[src/rtl/fetch_pkg.sv]
// Shared types and constants for the instruction fetch unit: FSM state
// encoding, the NOP reset value of the IR and the default reset PC.
package fetch_pkg;

    typedef enum logic [1:0] {
        ST_IDLE = 2'd0,
        ST_REQ  = 2'd1,
        ST_BUF  = 2'd2
    } fetch_state_e;

    localparam logic [31:0] NOP_INSTR        = 32'h0000_0013;
    localparam logic [31:0] DEFAULT_RESET_PC = 32'h0000_0000;

endpackage

[src/rtl/instr_fetch_if.sv]
// Instruction memory read port: a level request with address, answered by a
// single-cycle acknowledge carrying the read word.
interface instr_fetch_if #(
    parameter int ADDR_W = 32
);
    logic              ImemReq;
    logic [ADDR_W-1:0] ImemAddr;
    logic              ImemAck;
    logic [31:0]       ImemData;

    modport master (
        output ImemReq,
        output ImemAddr,
        input  ImemAck,
        input  ImemData
    );

    modport slave (
        input  ImemReq,
        input  ImemAddr,
        output ImemAck,
        output ImemData
    );
endinterface

[src/rtl/ir_fields.sv]
// Purely combinational decode of the RV32 base-format fields held in the IR.
module ir_fields (
    input  logic [31:0] instr,
    output logic [6:0]  opcode,
    output logic [4:0]  rd,
    output logic [2:0]  funct3,
    output logic [4:0]  rs1,
    output logic [4:0]  rs2,
    output logic [6:0]  funct7
);
    assign opcode = instr[6:0];
    assign rd     = instr[11:7];
    assign funct3 = instr[14:12];
    assign rs1    = instr[19:15];
    assign rs2    = instr[24:20];
    assign funct7 = instr[31:25];
endmodule

[src/rtl/instr_fetch.sv]
// Multicycle instruction fetch: PC register, one-word fetch buffer and IR.
// Optional REQ watchdog enabled by defining FETCH_TIMEOUT_EN.
module instr_fetch
    import fetch_pkg::*;
#(
    parameter int                ADDR_W      = 32,
    parameter logic [ADDR_W-1:0] RESET_PC    = ADDR_W'(DEFAULT_RESET_PC),
    parameter int                TIMEOUT_CYC = 255
) (
    input  logic              Clk,
    input  logic              Reset,
    input  logic              PCwrite,
    input  logic [ADDR_W-1:0] PCnext,
    input  logic              ImemRead,
    input  logic              LoadIr,
    instr_fetch_if.master     imem,
    output logic [ADDR_W-1:0] Pc,
    output logic [31:0]       Instr,
    output logic              IrValid,
    output logic              Busy,
    output logic              FetchErr,
    output logic [6:0]        Opcode,
    output logic [4:0]        Rd,
    output logic [2:0]        Funct3,
    output logic [4:0]        Rs1,
    output logic [4:0]        Rs2,
    output logic [6:0]        Funct7
);
    fetch_state_e      state_q, state_d;
    logic [ADDR_W-1:0] pc_q, pc_d;
    logic [31:0]       buf_q, buf_d;
    logic [31:0]       instr_q, instr_d;
    logic              ir_valid_q, ir_valid_d;
    logic              err_q, err_d;

`ifdef FETCH_TIMEOUT_EN
    localparam int               CNT_W    = $clog2(TIMEOUT_CYC + 1);
    localparam logic [CNT_W-1:0] CNT_LAST = CNT_W'(TIMEOUT_CYC - 1);
    logic [CNT_W-1:0] cnt_q, cnt_d;
`else
    logic unused_timeout;
    assign unused_timeout = (TIMEOUT_CYC == 0);
`endif

    always_comb begin
        state_d    = state_q;
        pc_d       = pc_q;
        buf_d      = buf_q;
        instr_d    = instr_q;
        ir_valid_d = ir_valid_q;
        err_d      = err_q;
`ifdef FETCH_TIMEOUT_EN
        cnt_d      = cnt_q;
`endif
        // PC may only move while no request is on the bus, keeping ImemAddr stable
        if (PCwrite && (state_q != ST_REQ)) begin
            if (PCnext[1:0] == 2'b00) begin
                pc_d = PCnext;
            end else begin
                err_d = 1'b1;
            end
        end
        case (state_q)
            ST_IDLE: begin
                if (ImemRead) begin
                    state_d = ST_REQ;
`ifdef FETCH_TIMEOUT_EN
                    cnt_d   = '0;
`endif
                end
            end
            ST_REQ: begin
                if (imem.ImemAck) begin
                    if (LoadIr) begin
                        instr_d    = imem.ImemData;
                        ir_valid_d = 1'b1;
                        state_d    = ST_IDLE;
                    end else begin
                        buf_d   = imem.ImemData;
                        state_d = ST_BUF;
                    end
                end
`ifdef FETCH_TIMEOUT_EN
                else if (cnt_q == CNT_LAST) begin
                    err_d   = 1'b1;
                    state_d = ST_IDLE;
                end else begin
                    cnt_d = cnt_q + 1'b1;
                end
`endif
            end
            ST_BUF: begin
                if (LoadIr) begin
                    instr_d    = buf_q;
                    ir_valid_d = 1'b1;
                    state_d    = ST_IDLE;
                end
            end
            default: state_d = ST_IDLE;
        endcase
    end

    always_ff @(posedge Clk or negedge Reset) begin
        if (!Reset) begin
            state_q    <= ST_IDLE;
            pc_q       <= RESET_PC;
            buf_q      <= '0;
            instr_q    <= NOP_INSTR;
            ir_valid_q <= 1'b0;
            err_q      <= 1'b0;
        end else begin
            state_q    <= state_d;
            pc_q       <= pc_d;
            buf_q      <= buf_d;
            instr_q    <= instr_d;
            ir_valid_q <= ir_valid_d;
            err_q      <= err_d;
        end
    end

`ifdef FETCH_TIMEOUT_EN
    always_ff @(posedge Clk or negedge Reset) begin
        if (!Reset) begin
            cnt_q <= '0;
        end else begin
            cnt_q <= cnt_d;
        end
    end
`endif

    assign imem.ImemReq  = (state_q == ST_REQ);
    assign imem.ImemAddr = pc_q;
    assign Busy          = (state_q == ST_REQ);
    assign Pc            = pc_q;
    assign Instr         = instr_q;
    assign IrValid       = ir_valid_q;
    assign FetchErr      = err_q;

    ir_fields u_fields (
        .instr  (instr_q),
        .opcode (Opcode),
        .rd     (Rd),
        .funct3 (Funct3),
        .rs1    (Rs1),
        .rs2    (Rs2),
        .funct7 (Funct7)
    );
endmodule

[src/flat_wrapper.sv]
// flat-port wrapper written by rule: the top's interface ports become plain ports
module instr_fetch_flat import fetch_pkg::*;
#(
    parameter int                ADDR_W      = 32,
    parameter logic [ADDR_W-1:0] RESET_PC    = ADDR_W'(DEFAULT_RESET_PC),
    parameter int                TIMEOUT_CYC = 255
)
  (Clk, Reset, PCwrite, PCnext, ImemRead, LoadIr, Pc, Instr, IrValid, Busy, FetchErr, Opcode, Rd, Funct3, Rs1, Rs2, Funct7, imem_ImemReq, imem_ImemAddr, imem_ImemAck, imem_ImemData);
  instr_fetch_if #(.ADDR_W(ADDR_W)) imem_i ();
  input  logic Clk;
  input  logic Reset;
  input  logic PCwrite;
  input  logic [ADDR_W-1:0] PCnext;
  input  logic ImemRead;
  input  logic LoadIr;
  output logic [ADDR_W-1:0] Pc;
  output logic [31:0] Instr;
  output logic IrValid;
  output logic Busy;
  output logic FetchErr;
  output logic [6:0] Opcode;
  output logic [4:0] Rd;
  output logic [2:0] Funct3;
  output logic [4:0] Rs1;
  output logic [4:0] Rs2;
  output logic [6:0] Funct7;
  output wire logic [$bits(imem_i.ImemReq)-1:0] imem_ImemReq;
  output wire logic [$bits(imem_i.ImemAddr)-1:0] imem_ImemAddr;
  input wire logic [$bits(imem_i.ImemAck)-1:0] imem_ImemAck;
  input wire logic [$bits(imem_i.ImemData)-1:0] imem_ImemData;
  assign imem_ImemReq = imem_i.ImemReq;
  assign imem_ImemAddr = imem_i.ImemAddr;
  assign imem_i.ImemAck = imem_ImemAck;
  assign imem_i.ImemData = imem_ImemData;
  instr_fetch #(.ADDR_W(ADDR_W), .RESET_PC(RESET_PC), .TIMEOUT_CYC(TIMEOUT_CYC)) u_core (.Clk(Clk), .Reset(Reset), .PCwrite(PCwrite), .PCnext(PCnext), .ImemRead(ImemRead), .LoadIr(LoadIr), .imem(imem_i), .Pc(Pc), .Instr(Instr), .IrValid(IrValid), .Busy(Busy), .FetchErr(FetchErr), .Opcode(Opcode), .Rd(Rd), .Funct3(Funct3), .Rs1(Rs1), .Rs2(Rs2), .Funct7(Funct7));
endmodule
[config.mk]
export PLATFORM = sky130hd
export DESIGN_NAME = instr_fetch_flat
export DESIGN_NICKNAME = d
export VERILOG_FILES = /design/src/rtl/fetch_pkg.sv /design/src/rtl/instr_fetch_if.sv /design/src/rtl/ir_fields.sv /design/src/rtl/instr_fetch.sv /design/src/flat_wrapper.sv
export SDC_FILE = /design/constraint.sdc
export NUM_CORES = 1
export LEC_CHECK = 0
export BUFFER_PORTS_ARGS = -buffer_cell sky130_fd_sc_hd__clkbuf_2
export CELL_PAD_IN_SITES_DETAIL_PLACEMENT = 2
export CELL_PAD_IN_SITES_GLOBAL_PLACEMENT = 2
export CORE_UTILIZATION = 31
export CTS_CLUSTER_SIZE = 8
export DETAILED_ROUTE_END_ITERATION = 10
export PLACE_DENSITY_LB_ADDON = 0.1
export SYNTH_ARGS = -nofsm -noshare
export SYNTH_HDL_FRONTEND = slang
export SYNTH_SLANG_ARGS = --single-unit
[constraint.sdc]
create_clock -name Clk -period 1.9 [get_ports Clk]
set_input_delay 0.38 -clock Clk [delete_from_list [all_inputs] [get_ports Clk]]
set_output_delay 0.38 -clock Clk [all_outputs]
set_load 0.05 [all_outputs]
; ---- After elaboration in Yosys (flattened, before gate mapping)
; Cells that the tools add are included.
[totals]
mem_bits_ro = 0
register_bits = 100
ram_bits = 0
out_inout_bits = 132
latch_bits = 0
mem_count = 0
[classes]
bitwise = 2
div_mod_pow = 0
multipliers = 0
muxes = 12
add_sub_neg = 0
n_shift = 0
n_lt_le_gt_ge = 0
n_reduce_logical = 10
n_eq_ne = 7
[ops]
columns = cell, count
row1 = 2-to-1 mux 32 bit, 3
row2 = one-hot mux 32 bit (2 select lines), 1
row3 = 2-to-1 mux 2 bit, 4
row4 = inequality test 2 bit (second input constant), 3
row5 = one-hot mux 2 bit (3 select lines), 1
row6 = AND reduction 2 bit, 3
row7 = AND reduction 3 bit, 2
row8 = logical NOT 2 bit, 2
row9 = inequality test 2 x 1 -> 1 bit (second input constant), 2
row10 = AND reduction 4 bit, 1
row11 = equality test 2 x 1 -> 1 bit (second input constant), 1
row12 = equality test 2 bit (second input constant), 1
row13 = 2-to-1 mux 1 bit, 2
row14 = NOT 1 bit, 2
row15 = one-hot mux 1 bit (2 select lines), 1
row16 = nonzero test 2 bit, 1
row17 = logical AND 1 bit, 1

; ---- Logic depth before layout (Yosys ltp)
; Gate-level depths: netlist of the first run.
[logic_depth]
word_depth = 3
mapped_depth = 6

; ---- By module
; A second synthesis of the first run with hierarchy kept.
[hier_totals]
cells_unflattened = 321
hier_area_um2 = 4631.9
[by_module_without_submodules]
columns = mod, seq_area_each_um2, cells_per_inst, area_per_inst_um2, n_inst
row1 = instr_fetch, 2506.2, 289, 4391.7, 1
row2 = ir_fields, 0.0, 32, 240.2, 1

; ---- Least setup slack after synthesis of the first run
; No wires, ideal clock.
[synth_timing]
path_type = flip-flop to flip-flop
start = register u_core.state_q[1]
end = register u_core.buf_q[10]
t_required_ns = 1.775
t_arrival_ns = 1.555
path_buffers = 2
slack_ns = 0.220
stages_incl_launch_ff = 7
path_cell_list = dfrtp_1 -> nand2b_2 -> inv_2 -> and3_1 -> buf_6 -> buf_6 -> mux2_4
[synth_between]
elab_chain_len = 2
[synth_rtl]
columns = item, line_no
row1 = "start, declared", instr_fetch.sv:29  ; fetch_state_e state_q, state_d;
row2 = "start signal, assigned", instr_fetch.sv:112  ; state_q <= state_d;
row3 = equality test 2 x 1 -> 1 bit, --
row4 = named net Busy, flat_wrapper.sv:19  ; output logic Busy;
row5 = AND reduction 3 bit (no line), --
row6 = "end signal, assigned", instr_fetch.sv:114  ; buf_q <= buf_d;
row7 = "end, declared", instr_fetch.sv:31  ; logic [31:0] buf_q, buf_d;
; The timed path passes the listed nets, and every way through them passes these cells.
; A chain may end at the register's enable or synchronous reset.

; ---- Worst setup path in the final report of the first run
[layout_timing]
start = register u_core.state_q[1]
end = output imem_ImemReq
[layout_between]
elab_chain_len = 1
[layout_rtl]
columns = item, line_no
row1 = equality test 2 x 1 -> 1 bit, instr_fetch.sv:131  ; assign imem.ImemReq = (state_q == ST_REQ);
row2 = "end, declared", flat_wrapper.sv:27  ; output wire logic [$bits(imem_i.ImemReq)-1:0] imem_ImemReq;
; Every way passes these cells.

==> results of run 1 <==
## cell families (layout without fill, tap and decap cells)
logic type / Yosys count / after routing
muxes: 126 / 126
DFF: 100 / 100
buffers and inverters: 81 / 230
and+or+nand+nor: 11 / 11
AOI/OAI and AO/OA: 4 / 4
## layout by cell type, fill, tap and decap left out
cell type	n
mux2_4	58
nand2b_2	1
clkbuf_2	200
o21bai_1	1
o2bb2ai_4	1
dlygate4sd3_1	1
dfstp_2	3
clkbuf_16	9
inv_2	1
dfrtp_1	97
buf_12	5
and2_1	2
clkinv_2	2
a21o_1	1
and3_2	1
buf_4	6
nand2_1	2
mux2_2	68
bufinv_16	2
nor2b_4	1
nor2_1	2
inv_1	1
a211oi_1	1
or2_2	1
clkbuf_8	3
nand3_1	1
## repair_timing
| action | CTS | global route |
|---|---|---|
| hold buffers | 1 | 0 |
| gates resized for setup | 0 | 0 |
| setup endpoints to repair | 0 | 0 |
| hold endpoints to repair | 11 | 0 |
## sequential cells by signal (all words and copies together) (netlist names)
| signal | cells |
|---|---|
| u_core.Instr | 32 |
| u_core.IrValid | 1 |
| u_core.FetchErr | 1 |
| u_core.Pc | 32 |
| u_core.buf_q | 32 |
| u_core.state_q | 2 |
## layer usage
metal | global-route usage | share of wire | up-vias
met3 | 0.0364 | 0.063 | 12
met2 | 0.261 | 0.50 | 113
li1 | - | - | 1321
met1 | 0.179 | 0.42 | 1518
met4 | 0.0609 | 0.016 | 0
met5 | 0 | 0 | -
## final timing paths
check | start | endpoint | slack [ns] | cells after the start
worst max-delay path | u_core.state_q[1] | imem_ImemReq | 0.15 | 3
worst min-delay path | PCnext[31] | u_core.Pc[31] | 0.26 | 2
worst max register to register | u_core.state_q[1] | u_core.buf_q[1] | 0.19 | 5
worst min register to register | u_core.state_q[1] | u_core.state_q[0] | 0.46 | 1
max in group asynchronous | Reset | u_core.Instr[0] | 0.77 | 3
min in group asynchronous | Reset | u_core.buf_q[13] | 0.54 | 2
## through the flow
step	worst slack (ns)	instances	hold WS (ns)	util	area (um2)
6_report	0.155	682	0.261	0.395	6030
5_1_grt	0.0753	682	0.259	0.395	6030
4_1_cts	0.121	682	0.248	0.395	6030
3_5_place_dp	0.172	665	0.377	0.372	5680
3_3_place_gp	0.236	665	0.368	0.372	5680
2_1_floorplan	0.220	322	0.0844	-	4860
## layout make-up
type	count	area (um2)
fillers	1532	9230
multi-input cells	141	1760
flip-flops and latches	100	2510
clock buffers	12	267
repair buffers	212	1160
inverters	2	7.51
well taps	211	264
clock inverters	4	70.1
## worst max-delay path: stages (launching register included)
cell      delay (ns)
dfrtp_1         0.39
nand2b_2        0.23
inv_2           0.09
clkbuf_2        0.30
==> impl_metrics.ini, run 1 <==
[global_route]
antenna_found_initial = 0
grt_overflow = 0
grt_pass1_wl_um = 18200
grt_pass1_vias = 3131
track_usage = 0.150
grt_max_degree = 34

[sta]
skew_ns = 0.00420
fin_crit_ns = 1.75
slew_headroom = 0.685
setup_tns_ns = 0
slew_viol_final = 0
rsz0062_at_grt = false
worstMarginPinSlew_ns = 0.473
period_share = 0.919
setup_viol = 0
hold_viol = 0
fmax_mhz = 573

[cts]
cts_setup_buffers = 0
clockBufferDepth = 2
cts_root_buf = clkbuf_16
clkLatencyLatePin_ns = 0.34
cts_max_level = 3
cts_tree = yes
numCtsBuffers = 9
cts.sinks = 100
clkTransAtPathRegs_ns = 0.07

[synth]
yosys_warnings = 0
ys_async_sr_fraction = 1.00
avgSynthCellArea_um2 = 15.1
postSynthCellCount = 322
yosys-top-cells-count = 97 x dfrtp_1, 68 x buf_4, 68 x mux2_2
netlist.area_leader.share = 0.499
synth_top_area_cell = dfrtp_1
synthFlopType = dfrtp_1
synth_xor_area_frac = 0
syn-num-nets = 392
synth-edff-count = 0
synth_top_family_by_area = multiplexers
yosysMostFrequentCell = dfrtp_1
ys_seq_elements = 100
yosys.area_share.adder = 0
ys_top_cells_by_area = dfrtp_1 50%, mux2_4 18%, mux2_2 16%, buf_4 10%, buf_6 1.9%
synth_seq_area_share = 0.515
yosysUniqueCellTypes = 21
synth.area.mux_share = 0.337
synth-simple-area-share = 0.0123
syn-cell-area_um2 = 4860
synth_compound_area_frac = 0.00772

[die]
fp.dieW_um = 127
ios = 202
rows = 45
die_y_um = 127
start_util = 0.319
die_area_um2 = 16200
core_um2 = 15300

[finish]
area_growth_pct = 23.9
diodes = 0
drive_above_1_share = 0.769
final_net_count = 536

[setup_path]
cp.arrival_ns = 1.37
path_class = reg2out
worstSetupEndpointType = output port
cp_max_fo = 4
cp.required_ns = 1.52
start_kind = register

[route]
via_per_inst = 4.35
routed_wirelength_um = 11500
ant_nets = 0
post_drt_wl_per_cell_um = 16.9
dr.first_iter.drc_count = 85
drt_first_pass_iters = 4
drc = 0
vias = 2964

[placed_design]
port_buffers = 201
gp_congestion = 0.665
hpwl_um = 8520

[flow_run]
max-cap-violations = 0

[run_status]
outcome = finished, final reports clean

[worst_hold_path]
min_path_type = in2reg
Power of run 1 is not shown: default switching activity piles up to over one toggle a cycle in this logic, so the estimate is an artifact.
==> run 2: changes to the inputs <==
--- a/config.mk
+++ b/config.mk
@@ -5,10 +5,11 @@
 export SDC_FILE = /design/constraint.sdc
 export NUM_CORES = 1
 export LEC_CHECK = 0
+export ABC_AREA = 1
 export BUFFER_PORTS_ARGS = -buffer_cell sky130_fd_sc_hd__clkbuf_2
 export CELL_PAD_IN_SITES_DETAIL_PLACEMENT = 2
 export CELL_PAD_IN_SITES_GLOBAL_PLACEMENT = 2
-export CORE_UTILIZATION = 31
+export CORE_UTILIZATION = 26
 export CTS_CLUSTER_SIZE = 8
 export DETAILED_ROUTE_END_ITERATION = 10
 export PLACE_DENSITY_LB_ADDON = 0.1
==> impl_metrics.ini, run 2 <==
[synth]
yosys_warnings = 0
synth-edff-count = 0
ys_seq_elements = 100
ys_async_sr_fraction = 1.00
syn-cell-area_um2 = 4880
postSynthCellCount = 603
syn-num-nets = 673
synth_seq_area_share = 0.514
yosysUniqueCellTypes = 21
yosys-top-cells-count = 227 x nand2_1, 97 x dfrtp_1, 97 x nand3_1
yosysMostFrequentCell = nand2_1
synth_top_area_cell = dfrtp_1
ys_top_cells_by_area = dfrtp_1 50%, nand2_1 17%, buf_4 10%, nand3_1 10%, inv_1 2.6%
avgSynthCellArea_um2 = 8.09
netlist.area_leader.share = 0.498
synthFlopType = dfrtp_1

[route]
dr.first_iter.drc_count = 142
routed_wirelength_um = 15800
vias = 4367
via_per_inst = 4.52
drc = 11
drt_first_pass_iters = 9
ant_nets = 0
post_drt_wl_per_cell_um = 16.3

[cts]
cts.sinks = 100
numCtsBuffers = 9
cts_root_buf = clkbuf_16
clkTransAtPathRegs_ns = 0.07
ctsHoldBuffers = 0
cts_max_level = 3
cts_tree = yes
clockBufferDepth = 2
clkLatencyLatePin_ns = 0.35

[run_status]
outcome = finished with violations
failed_checks = DRC

[finish]
final_net_count = 804
area_growth_pct = 22.7
diodes = 0
layout_common_cells = 227 x nand2_1, 198 x clkbuf_2, 97 x nand3_1, 97 x dfrtp_1, 34 x inv_1
final_cells = 967
drive_above_1_share = 0.333
layout.cells.most_common = nand2_1
final_cell_area_um2 = 5980

[global_route]
antenna_found_initial = 0
grt_pass1_wl_um = 26200
grt_pass1_vias = 4814
grt_overflow = 0
track_usage = 0.174
grt_max_degree = 63

[setup_path]
worst-path-buf-inv = 3
start_kind = register
cp.required_ns = 1.52
slowest_delay_ns = 0.42
crit_chain = inv_2 -> nand2_2 -> inv_2 -> clkbuf_4
worstSetupEndpointType = output port
critPathTopFamily = buffers and inverters
critPathSlowestCell = dfrtp_1
cp.arrival_ns = 1.41
cp_max_fo = 9
crit_path_frequent_cell = inv_2
path_class = reg2out

[sta]
worstMarginPinSlew_ns = 0.577
slew_viol_final = 0
setup_tns_ns = 0
rsz0062_at_grt = false
setup_viol = 0
fin_crit_ns = 1.79
hold_viol = 0
skew_ns = 0.00817
fmax_mhz = 560
period_share = 0.940
slew_headroom = 0.615

[placed_design]
hpwl_um = 11400
port_buffers = 201
gp_congestion = 0.717
dpl_cell_area_um2 = 5690
placed_cells_incl_taps = 952

[die]
rows = 49
ios = 202
start_util = 0.269
die_area_um2 = 19300
core_um2 = 18100
fp.dieW_um = 139
die_y_um = 139

[flow_run]
max-cap-violations = 0

[worst_hold_path]
min_path_type = in2async
==> run 2: cell count changes in the layout (fill, tap and decap cells not counted), sizes merged, moves of 2 or more <==
| cell | delta |
|---|---|
| clkinvlp | +2 |
| clkbuf | -2 |
| nand2 | +229 |
| and2 | -2 |
| inv | +35 |
| buf | +10 |
| mux2 | -126 |
| o21ai | +31 |
| nand3 | +97 |
==> run 2: kinds of logic (layout without fill, tap and decap cells) <==
kind of cell,Yosys count,count (layout),share of synthesized area
AND/OR/NAND/NOR,333,333,0.285
buffers and inverters,137,272,0.166
flip-flops,100,100,0.514
AO/OA/AOI/OAI,33,33,0.0344
==> run 2: worst reg2reg max path: stages, from the launching register on <==
cell     delay [ns]
dfrtp_1        0.42
inv_2          0.09
nand2_2        0.09
nand3_2        0.08
buf_4          0.48
nand2_1        0.12
o21ai_1        0.11
==> run 2: cell type report <==
cell class,count,area (um2)
Timing Repair Buffer,220,1190
Sequential cell,100,2510
Multi-Input combinational cell,366,1560
Fill cell,2161,12200
Clock inverter,4,50.0
Tap cell,229,287
Clock buffer,11,243
Inverter,37,139
==> run 2: repair_timing <==
action,CTS,global route
endpoints found under the setup margin,0,1
endpoints found under the hold margin,0,0
gates resized for setup,0,2
setup buffers,0,0
==> run 2: final timing paths <==
| kind | startpoint | end | slack [ns] | cells past startpoint |
|---|---|---|---|---|
| worst max-delay path | u_core.state_q[1] | imem_ImemReq | 0.11 | 4 |
| worst min-delay path | Reset | u_core.IrValid | 0.008 | 1 |
| worst max register to register | u_core.state_q[1] | u_core.Pc[8] | 0.43 | 6 |
| worst min register to register | u_core.buf_q[12] | u_core.buf_q[12] | 0.47 | 2 |
| max in group asynchronous | Reset | u_core.Instr[4] | 1.25 | 2 |
| min in group Clk | PCnext[4] | u_core.Pc[4] | 0.25 | 3 |
==> run 2: metrics by stage <==
stage	utilization	hold slack, ns	worst slack (ns)
final	0.330	0.00814	0.113
after global routing	0.330	0.0367	0.0221
after CTS	0.329	0.0185	0.0350
after detailed placement	0.313	0.403	0.391
after global placement	0.313	0.400	0.445
after floorplan	-	0.0844	0.219
==> run 2: routing by layer <==
| metal | track usage | vias up | routed length, um |
|---|---|---|---|
| met1 | 0.217 | 2169 | 7010 |
| li1 | - | 2081 | - |
| met5 | 0 | - | 0 |
| met2 | 0.306 | 103 | 7980 |
| met3 | 0.0259 | 14 | 562 |
| met4 | 0.0579 | 0 | 228 |
Power of run 2 is left out for the same reason.
==> run 3: changes to the inputs <==
--- a/config.mk
+++ b/config.mk
@@ -5,13 +5,13 @@
 export SDC_FILE = /design/constraint.sdc
 export NUM_CORES = 1
 export LEC_CHECK = 0
-export ABC_AREA = 1
 export BUFFER_PORTS_ARGS = -buffer_cell sky130_fd_sc_hd__clkbuf_2
 export CELL_PAD_IN_SITES_DETAIL_PLACEMENT = 2
 export CELL_PAD_IN_SITES_GLOBAL_PLACEMENT = 2
-export CORE_UTILIZATION = 26
+export CORE_UTILIZATION = 31
 export CTS_CLUSTER_SIZE = 8
 export DETAILED_ROUTE_END_ITERATION = 10
+export GPL_TIMING_DRIVEN = 0
 export PLACE_DENSITY_LB_ADDON = 0.1
 export SYNTH_ARGS = -nofsm -noshare
 export SYNTH_HDL_FRONTEND = slang
==> constraint.sdc (replaced) <==
create_clock -name Clk -period 1.9 [get_ports Clk]
set_input_delay 0.19 -clock Clk [delete_from_list [all_inputs] [get_ports Clk]]
set_output_delay 0.19 -clock Clk [all_outputs]
set_load 0.05 [all_outputs]
==> impl_metrics.ini, run 3 (synthesis results as in run 1) <==
[run_status]
outcome = finished, final reports clean

[placed_design]
placed_cells_incl_taps = 734
hpwl_um = 8860
gp_congestion = 0.645
port_buffers = 201

[sta]
slew_viol_final = 0
hold_viol = 0
fin_crit_ns = 1.72
setup_viol = 0
rsz0062_at_grt = false
hold_slack_ns = 0.0728
period_share = 0.906
slew_headroom = 0.443
fmax_mhz = 581
worstMarginPinSlew_ns = 0.835
skew_ns = 0.00503

[finish]
area_growth_pct = 33.1
nFillCells = 1569
drive_above_1_share = 0.791
final_cells = 752
layout.cells.most_common = clkbuf_2
final_net_count = 605
layout_common_cells = 200 x clkbuf_2, 97 x dfrtp_1, 68 x mux2_2, 68 x buf_4, 58 x mux2_4

[die]
fp.dieW_um = 127
die_y_um = 127
core_um2 = 15300
die_area_um2 = 16200
ios = 202
start_util = 0.319
rows = 45

[setup_path]
cp_max_fo = 10
path_class = reg2reg
worst-path-buf-inv = 1
crit_chain = nand2b_2 -> o2bb2ai_2 -> buf_4 -> mux2_2
critPathSlowestCell = dfrtp_1
start_kind = register
cp.arrival_ns = 1.95
worstSetupEndpointType = register
cp.required_ns = 2.13
critPathTopFamily = flip-flops
slowest_delay_ns = 0.39

[route]
post_drt_wl_per_cell_um = 15.7
drc = 0
via_per_inst = 4.29
vias = 3227
drt_first_pass_iters = 3
ant_nets = 0
dr.first_iter.drc_count = 71
routed_wirelength_um = 11800

[cts]
cts.sinks = 100
clkTransAtPathRegs_ns = 0.07
cts_resized = 0
cts_max_level = 3
clkLatencyLatePin_ns = 0.34
cts_root_buf = clkbuf_16
clockBufferDepth = 2
numCtsBuffers = 9
cts_tree = yes

[flow_run]
max-cap-violations = 0

[global_route]
grt_overflow = 0
grt_pass1_vias = 3381
grt_max_degree = 101
grt_pass1_wl_um = 18400
track_usage = 0.149
antenna_found_initial = 1

[worst_hold_path]
min_path_type = in2reg
==> run 3: stage by stage <==
stage	cell area, um2	setup WS, ns	util	setup TNS [ns]
4_1_cts	6470	0.156	0.424	0
3_5_place_dp	6140	0.165	0.403	0
2_1_floorplan	4860	0.220	-	0
6_report	6470	0.180	0.424	0
5_1_grt	6470	0.0904	0.424	0
3_3_place_gp	6130	-0.830	0.402	-79.89
==> run 3: path summary, 6_finish.rpt <==
kind                            depth (start not counted)               from                end  slack, ns
worst min-delay path                                    2       imem_ImemAck  u_core.state_q[0]       0.07
min in group asynchronous                               2              Reset   u_core.buf_q[16]       0.48
worst min register to register                          1  u_core.state_q[1]  u_core.state_q[0]       0.45
max in group asynchronous                               2              Reset      u_core.Pc[14]       0.82
worst max register to register                          4  u_core.state_q[1]   u_core.Instr[14]       0.18
worst max-delay path                                    4  u_core.state_q[1]   u_core.Instr[14]       0.18
==> run 3: cell type report <==
| cell class | count | area (um2) | area share |
|---|---|---|---|
| Tap cell | 211 | 264 | 0.0408 |
| Clock buffer | 12 | 246 | 0.0381 |
| Buffer | 79 | 616 | 0.0951 |
| Timing Repair Buffer | 202 | 1020 | 0.158 |
| Sequential cell | 100 | 2510 | 0.387 |
| Clock inverter | 4 | 72.6 | 0.0112 |
| Antenna cell | 1 | 2.50 | 0.000387 |
| Multi-Input combinational cell | 141 | 1730 | 0.268 |
| Inverter | 2 | 7.51 | 0.00116 |
==> run 3: layer usage <==
metal | part of all wire | track usage | up-vias
met1 | 0.41 | 0.175 | 1642
met4 | 0.014 | 0.0546 | 0
met2 | 0.52 | 0.264 | 113
met5 | 0 | 0 | -
met3 | 0.058 | 0.0364 | 10
li1 | - | - | 1462
==> run 3: worst register-to-register path, delay by kind of cell (launching register included) <==
| family | cells | cell delay [ns] |
|---|---|---|
| buf+inv | 1 | 0.28 |
| simple gates | 1 | 0.24 |
| mux | 1 | 0.36 |
| compound gates | 1 | 0.33 |
| flops | 1 | 0.39 |
==> run 3: repair_timing <==
item,in CTS,in global routing
endpoints found under the hold margin,83,0
hold buffers,1,0
buffers inserted,0,0
Power of run 3 is left out for the same reason.
